<file path="config.mk">
export PLATFORM = sky130hd
export DESIGN_NAME = parser_input_arbiter
export DESIGN_NICKNAME = d
export VERILOG_FILES = /design/src/rtl/parser_input_arbiter.sv
export SDC_FILE = /design/constraint.sdc
export NUM_CORES = 1
export LEC_CHECK = 0
export CAP_MARGIN = 20
export CORE_MARGIN = 4
export CORE_UTILIZATION = 29
export DETAILED_ROUTE_END_ITERATION = 7
export PLACE_DENSITY_LB_ADDON = 0.12
export REMOVE_ABC_BUFFERS = 1
export SYNTH_ARGS = -nofsm -noshare
export SYNTH_HDL_FRONTEND = slang
export SYNTH_SLANG_ARGS = --single-unit
</file>
<file path="constraint.sdc">
create_clock -name clk -period 2.4 [get_ports clk]
set_clock_uncertainty 0.05 [all_clocks]
set_input_delay 0.48 -clock clk [delete_from_list [all_inputs] [get_ports clk]]
set_output_delay 0.48 -clock clk [all_outputs]
set_load 0.02 [all_outputs]
</file>
<file path="src/rtl/parser_input_arbiter.sv">
// rtl/parser_input_arbiter.sv - packet-granular round-robin arbiter feeding the sequence parser
// Regenerates dst_last from the header length and flags length mismatches.
module parser_input_arbiter #(
   parameter int N_SRC     = 4,
   parameter int MAX_WORDS = 12,
   localparam int GW       = (N_SRC > 1) ? $clog2(N_SRC) : 1,
   localparam int CW       = $clog2(MAX_WORDS + 1)
) (
   input  logic                 clk,
   input  logic                 reset_b,
   input  logic [32*N_SRC-1:0]  src_data,
   input  logic [N_SRC-1:0]     src_val,
   input  logic [N_SRC-1:0]     src_last,
   output logic [N_SRC-1:0]     src_ready,
   output logic [31:0]          dst_data,
   output logic                 dst_val,
   output logic                 dst_last,
   input  logic                 dst_ready,
   output logic [GW-1:0]        grant_id,
   output logic                 busy,
   output logic                 len_err,
   output logic [GW-1:0]        len_err_src
);

   typedef enum logic [1:0] {IDLE, LOCKED, DRAIN} state_t;

   state_t          state, state_next;
   logic [GW-1:0]   rr_ptr, ptr_next, winner, cand;
   logic [CW-1:0]   word_cnt, exp_words, hdr_clamped;
   logic [16:0]     hdr_words;
   logic [31:0]     words [N_SRC];
   logic            any_val, g_val, g_last, dst_xfer, end_xfer, err_set;

   always_comb begin
      for (int i = 0; i < N_SRC; i++) begin
         words[i] = src_data[32*i +: 32];
      end
      g_val  = src_val[grant_id];
      g_last = src_last[grant_id];
   end

   // First requester at or above rr_ptr, wrapping modulo N_SRC.
   always_comb begin
      winner  = rr_ptr;
      any_val = 1'b0;
      cand    = '0;
      for (int k = 0; k < N_SRC; k++) begin
         cand = GW'((int'(rr_ptr) + k) % N_SRC);
         if (!any_val && src_val[cand]) begin
            winner  = cand;
            any_val = 1'b1;
         end
      end
   end

   // Header length is in bytes; words = ceil(bytes/4), kept within [2, MAX_WORDS].
   always_comb begin
      hdr_words = ({1'b0, dst_data[31:16]} + 17'd3) >> 2;
      if (hdr_words < 17'd2) begin
         hdr_clamped = CW'(2);
      end else if (hdr_words > 17'(MAX_WORDS)) begin
         hdr_clamped = CW'(MAX_WORDS);
      end else begin
         hdr_clamped = hdr_words[CW-1:0];
      end
   end

   always_comb begin
      state_next = state;
      ptr_next   = rr_ptr;
      src_ready  = '0;
      dst_data   = words[grant_id];
      dst_val    = 1'b0;
      dst_last   = 1'b0;
      dst_xfer   = 1'b0;
      end_xfer   = 1'b0;
      err_set    = 1'b0;
      case (state)
         IDLE: begin
            if (any_val) state_next = LOCKED;
         end
         LOCKED: begin
            dst_val             = g_val;
            src_ready[grant_id] = dst_ready;
            dst_last            = g_last | ((word_cnt != '0) && (word_cnt == exp_words - 1'b1));
            dst_xfer            = g_val & dst_ready;
            end_xfer            = dst_xfer & dst_last;
            if (end_xfer) begin
               ptr_next = (grant_id == GW'(N_SRC - 1)) ? '0 : grant_id + 1'b1;
               if (g_last) begin
                  state_next = IDLE;
                  err_set    = (word_cnt == '0) || (CW'(word_cnt + 1'b1) < exp_words);
               end else begin
                  state_next = DRAIN;
                  err_set    = 1'b1;
               end
            end
         end
         DRAIN: begin
            src_ready[grant_id] = 1'b1;
            if (g_val && g_last) state_next = IDLE;
         end
         default: state_next = IDLE;
      endcase
      busy = (state != IDLE);
   end

   always_ff @(posedge clk or negedge reset_b) begin
      if (!reset_b) begin
         state       <= IDLE;
         rr_ptr      <= '0;
         grant_id    <= '0;
         word_cnt    <= '0;
         exp_words   <= CW'(2);
         len_err     <= 1'b0;
         len_err_src <= '0;
      end else begin
         state   <= state_next;
         rr_ptr  <= ptr_next;
         len_err <= err_set;
         if (err_set) len_err_src <= grant_id;
         if (state == IDLE && any_val) begin
            grant_id <= winner;
            word_cnt <= '0;
         end
         if (dst_xfer) begin
            word_cnt <= word_cnt + 1'b1;
            if (word_cnt == '0) exp_words <= hdr_clamped;
         end
      end
   end

endmodule

</file>
Yosys cells after proc, flatten, opt, wreduce, memory -nomap -nowiden --
Index checks and enable logic that the tools add are counted.
Operators by class: add/subtract/negate cells 7, magnitude comparators 10, eq/ne operators 7, multiplexer cells 41, bitwise operators 5, reduce and logical (&&, ||, !) cells 19
Operators with widths (number):
- 32-bit binary-select mux with 2-bit select | 1
- 32-bit 2-to-1 mux | 2
- 16-bit by 2-bit adder with 17-bit output, second input constant | 1
- 1-bit 2-to-1 mux | 17
- 2-bit 2-to-1 mux | 8
- 4-bit 2-to-1 mux | 4
- 15-bit by 4-bit > comparator with 1-bit output, second input constant | 1
- 15-bit by 2-bit < comparator with 1-bit output, second input constant | 1
- 2-bit by 3-bit < comparator with 1-bit output, second input constant | 5
- 1-bit binary-select mux with 2-bit select | 6
- 4-bit one-hot mux with 2 select lines | 1
- 1-bit logical AND | 7
- 2-bit != test, second input constant | 3
- 2-bit one-hot mux with 3 select lines | 1
- 2-bit by 1-bit adder with 2-bit output, second input constant | 2
- 2-bit adder, second input constant | 2
- 4-bit by 1-bit adder with 4-bit output, second input constant | 1
- 4-bit AND | 1
- 2-bit == test, second input constant | 2
- 4-bit == test | 1
- 4-bit logical NOT | 1
- 4-bit < comparator | 1
- 2-bit AND reduction | 2
- 2-bit nonzero test | 2
- 13 further kinds | 16
Storage, ports and cells: flip-flop bits (word level) 17, input bits 139, output and inout bits 44, logic and storage cells 96

Longest topological paths before layout --
word-level depth 15, mapped depth 9, mapped depth without buffers 9

Least setup slack after synthesis --
Ideal clock, no wire load.
kind reg2out, start point register grant_id[1], end point output src_ready[1], data arrival time 2.223 ns, required time 1.870 ns, slack -0.353 ns, stages on the path, launching flop included 8, buffers on the path 4, cell sequence dfrtp_1 > buf_2 > clkbuf_1 > clkbuf_1 > buf_1 > inv_1 > ha_1 > and2_1
Between the ends: cells in the longest elaborated chain, start to end 6, elaborated cells on any way between the ends 7, classes of those cells order compare (2); mux (3); bitwise (1); reduce/logical (1)
Ends and longest elaborated chain:
- start, declared | line 19 | output logic [GW-1:0] grant_id,
- start signal, assigned | line 123 | grant_id <= winner;
- 2-bit by 3-bit < comparator with 1-bit output (not written as such) or 2-bit by 1-bit greater-or-equal comparator with 1-bit output (tied branches) | line 84, 100
- 1-bit logical AND (not written as such) | line 84, 100
- 1-bit 2-to-1 mux (not written as such) | line 84, 100
- 1-bit demux with 2-bit select * | line 84, 100
- 4-bit AND (no source line)
- 4-bit one-hot mux with 2 select lines * | line 78 | case (state)
- end, declared | line 14 | output logic [N_SRC-1:0] src_ready,
Every way passes the cells marked *; elsewhere a longest branch is shown, timed or not.

Worst setup path after layout --
start point register grant_id[0], end point register exp_words[3]
Between the ends: cells in the longest elaborated chain, start to end 8, elaborated cells on any way between the ends 14, classes of those cells add/sub (1); order compare (2); mux (8); bitwise (2); reduce/logical (1)
Ends and longest elaborated chain:
- 2-bit NOT with 3-bit output (not written as such) | line 72 | dst_data = words[grant_id];
- 32-bit binary-select mux with 2-bit select | line 72
- 32-bit 2-to-1 mux (not written as such) (2 in series) | line 72
- 16-bit by 2-bit adder with 17-bit output | line 58 | hdr_words = ({1'b0, dst_data[31:16]} + 17'd3) >> 2;
- 15-bit by 4-bit > comparator with 1-bit output | line 61 | end else if (hdr_words > 17'(MAX_WORDS)) begin
- 4-bit 2-to-1 mux | line 61
- 4-bit 2-to-1 mux | line 59 | if (hdr_words < 17'd2) begin
- end signal, assigned | line 128 | if (word_cnt == '0) exp_words <= hdr_clamped;
- end, declared | line 29 | logic [CW-1:0] word_cnt, exp_words, hdr_clamped;
Several ways; a longest one is shown, not always the timed one. The select of a mux whose other input is x is not followed. A chain may end at the register's enable or synchronous reset.

==> out/results.md <==
• **warning count from the yosys run** 0
• **highest net fanout along the worst path** 5
• **setup violators final** 1
• **async set-reset flop share out of synthesis** 100%
• **initial core utilization** 30.1%
• **final routed wire length divided by cell count** 17.2 um
• **via count of the first global-routing pass** 2636
• **final weighted congestion of routability-driven global placement** 0.887
• **met2 usage** 36.3%
• **Synth Area in Compound Gates** 9.81%
• **Final Hold Viols** 0
• **startpoint of the most critical setup path** grant_id[0]
• **most congested layer reported by global routing** met2
• **max capacitance violation total** 0
• **clock input transition at the sequential cells of the worst setup and hold paths** 60 ps
• **commonest non-fill, non-tap cells in the layout** sky130_fd_sc_hd__clkdlybuf4s50_1 (130), sky130_fd_sc_hd__buf_4 (37), sky130_fd_sc_hd__mux4_2 (34), sky130_fd_sc_hd__dlygate4sd2_1 (32)
• **xor and xnor fraction of the mapped netlist area** 2.97%
• **portion of netlist area occupied by mux cells** 39.2%
• **DRC** 0
• **Fmax achieved** 416 MHz
• **Avg Cell Area, Syn** 11.2 sq um
• **aggregate global routing overflow** 0
• **proportion of layout cells with a drive suffix above 1** 26.1%
• **number of instances in the synthesized netlist** 184
• **net count of the finished layout** 556
• **most frequent standard cell in the layout excluding fill and tap cells** sky130_fd_sc_hd__clkdlybuf4s50_1
• **number of fill cells in the layout** 622
• **wire length of the first global-routing pass** 13.4 mm
• **largest family of logic cells by synthesized area** multiplexers
• **min setup slack post-route** -3.00 ps
• **final period utilization** 100%
• **Hold Startpoint** len_err_src[0]
• **post-synthesis register bit count** 17
• **result of the run** complete, but fails checks
• **Starting DRT DRC Count** 82
• **via count of the routed design** 2402
• **DP HPWL** 7.69 mm
• **arithmetic-cell share of the synthesized area counting full adders, half adders and majority gates** 8.47%
• **final worst path period need** 2400 ps
• **post-DR vias/cell** 4.82
• **number of top-level pins** 183
• **Antenna diodes** 0
• **global routing usage on met1** 21.1%
• **Core Rows** 30
• **Tightest Pin Transition** 357 ps
• **share of synthesized cell area in and, or, nand and nor gates** 13.6%
• **predominant post-synthesis flop cell** sky130_fd_sc_hd__dfrtp_1
• **Total Die Area** 0.00854 sq mm
• **depth of the CTS H-tree** 1
• **beginning of the worst register-to-register path** grant_id[0]
• **post-route cell area** 0.00432 sq mm
• **maximum number of pins on one net before global-route repair** 32
• **failing checks** setup timing
• **final setup TNS** -3.00 ps
• **aggregate routed wire length** 8.55 mm
• **Power per Cell Area** 921 mW/mm^2
• **Critical Path Start Type** flip-flop
• **width of the chip** 92.4 um
• **placed cell area** 0.00429 sq mm
• **met3 GRT Util** 7.64%
• **worst r2r path cells** 6
• **post-route ant nets** 0
• **TritonCTS buffer count** 3
• **quantity of I/O buffers inserted on ports** 182
• **root buffer cell** sky130_fd_sc_hd__clkbuf_8
• **count of flip-flops with a built-in enable after synthesis** 0
• **Unique masters post-synth** 44
• **Pins Over Slew Limit** 0
• **layout-stage area growth over the synthesis result** 109%
• **post-synthesis instance area** 0.00207 sq mm
• **antenna violations before repair** 0
• **largest voltage drop on the vdd net** 0.358 mV
• **vertical extent of the die** 92.4 um
• **clock tree from TritonCTS** built
• **kind of end point of the critical path** flip-flop
• **Post-Place Setup Slack** -313 ps
• **part of the Yosys area used for sequential elements** 20.6%
• **Bufs on Longest Clock Path** 2
• **class of the most critical hold timing path** flip-flop to flip-flop
• **cell depth of the worst min-delay path** 1
• **leakage power total** 1.86 nW
• **CP Data Required Time** 2480 ps
• **clock latency reported for the late side of the worst-skew pair** 240 ps
• **CP Class** flip-flop to flip-flop
• **overall routing resource usage** 19.8%
• **placeable core region** 0.00687 sq mm
• **Sink Count** 17
• **Max-Slew Margin vs Limit** 76.1%
• **RSZ-0062 raised after global routing** yes
• **detailed-router iteration count before antenna repair** 4
• **worst hold slack after final layout** 450 ps
• **data arrival at the endpoint of the critical path** 2490 ps
[critical path: stages (launching register included)]
cell,delay [ps]
sky130_fd_sc_hd__dfrtp_2,390
sky130_fd_sc_hd__buf_6,140
sky130_fd_sc_hd__mux4_2,510
sky130_fd_sc_hd__or4_4,570
sky130_fd_sc_hd__nor4_4,320
sky130_fd_sc_hd__o2111ai_1,140
sky130_fd_sc_hd__a21boi_2,170
[worst paths after layout]
kind / endpoint / slack [ps]
max in group asynchronous: exp_words[1] / 1540
max reg2reg: exp_words[3] / -3
min in group asynchronous: state[1] / 510
min: len_err_src[0] / 450
min reg2reg: len_err_src[0] / 450
max: exp_words[3] / -3
[cell families (layout without fill, tap and decap cells)]
group / count (synthesis) / in the layout
AOI/OAI and AO/OA: 32 / 32
xor gates and xnor gates: 7 / 7
adders and majority gates: 14 / 14
buffers and inverters: 26 / 244
DFF: 17 / 17
muxes: 38 / 38
and+or+nand+nor: 50 / 50
[power by group]
| part | total, mW | switching, mW | internal (mW) |
|---|---|---|---|
| Sequential | 0.490 | 0.0898 | 0.400 |
| Clock | 0.209 | 0.0914 | 0.117 |
| Combinational | 3.28 | 1.57 | 1.71 |
| Total | 3.98 | 1.75 | 2.23 |
[state kept, by name, summed over array words and instances (netlist names)]
signal       flops
len_err_src      2
rr_ptr           2
len_err          1
word_cnt         4
grant_id         2
exp_words        4
state            2
[routing by layer]
layer / routed length, um / up-vias / share of wire [%]
li1: - / 1154 / -
met1: 2960 / 1142 / 35
met2: 4620 / 90 / 54
met3: 785 / 16 / 9.2
met4: 186 / 0 / 2.2
met5: 0 / - / 0
[stage by stage]
step | power (mW) | utilization [%] | std cells
floorplan | 2.34 | - | 174
global placement | 3.92 | 62.5 | 490
detailed placement | 3.95 | 62.5 | 490
CTS | 4.04 | 63.3 | 498
global route | 4.30 | 62.9 | 498
finish | 3.98 | 62.9 | 498
[synth_stat cells, types with 2 or more instances]
| master | instances | area [sq um] |
|---|---|---|
| sky130_fd_sc_hd__a21oi_1 | 6 | 30.0 |
| sky130_fd_sc_hd__a31oi_1 | 3 | 18.8 |
| sky130_fd_sc_hd__and2_1 | 5 | 31.3 |
| sky130_fd_sc_hd__buf_1 | 2 | 7.51 |
| sky130_fd_sc_hd__buf_2 | 2 | 10.0 |
| sky130_fd_sc_hd__clkbuf_1 | 4 | 15.0 |
| sky130_fd_sc_hd__dfrtp_1 | 16 | 400 |
| sky130_fd_sc_hd__ha_1 | 14 | 175 |
| sky130_fd_sc_hd__inv_1 | 15 | 56.3 |
| sky130_fd_sc_hd__mux2_1 | 3 | 33.8 |
| sky130_fd_sc_hd__mux4_2 | 34 | 766 |
| sky130_fd_sc_hd__nand2_1 | 12 | 45.0 |
| sky130_fd_sc_hd__nand2b_1 | 3 | 18.8 |
| sky130_fd_sc_hd__nand3_1 | 6 | 30.0 |
| sky130_fd_sc_hd__nor2_1 | 6 | 22.5 |
| sky130_fd_sc_hd__nor2b_1 | 5 | 31.3 |
| sky130_fd_sc_hd__nor3_1 | 5 | 25.0 |
| sky130_fd_sc_hd__o21a_1 | 2 | 15.0 |
| sky130_fd_sc_hd__o21ai_0 | 6 | 30.0 |
| sky130_fd_sc_hd__o21ai_1 | 3 | 15.0 |
| sky130_fd_sc_hd__o21bai_1 | 2 | 15.0 |
| sky130_fd_sc_hd__o22ai_1 | 2 | 12.5 |
| sky130_fd_sc_hd__or4_1 | 2 | 15.0 |
| sky130_fd_sc_hd__xnor2_1 | 5 | 43.8 |
| sky130_fd_sc_hd__xor2_1 | 2 | 17.5 |
[cell type report]
type / instances / area [sq um] / share of cell area [%]
repair buffers: 224 / 2100 / 48.7
multi-input cells: 141 / 1560 / 36.2
flip-flops and latches: 17 / 428 / 9.90
well taps: 96 / 120 / 2.78
inverters: 16 / 60.1 / 1.39
clock buffers: 4 / 45.0 / 1.04
[timing repair]
item / CTS / global route
hold buffers: 0 / 0
setup endpoints to repair: 43 / 29
gates cloned: 0 / 0
endpoints found under the hold margin: 0 / 0
gates resized for setup: 72 / 26
pin swaps: 3 / 2
buffers inserted: 5 / 1
Power figures use the tool's default switching activity.
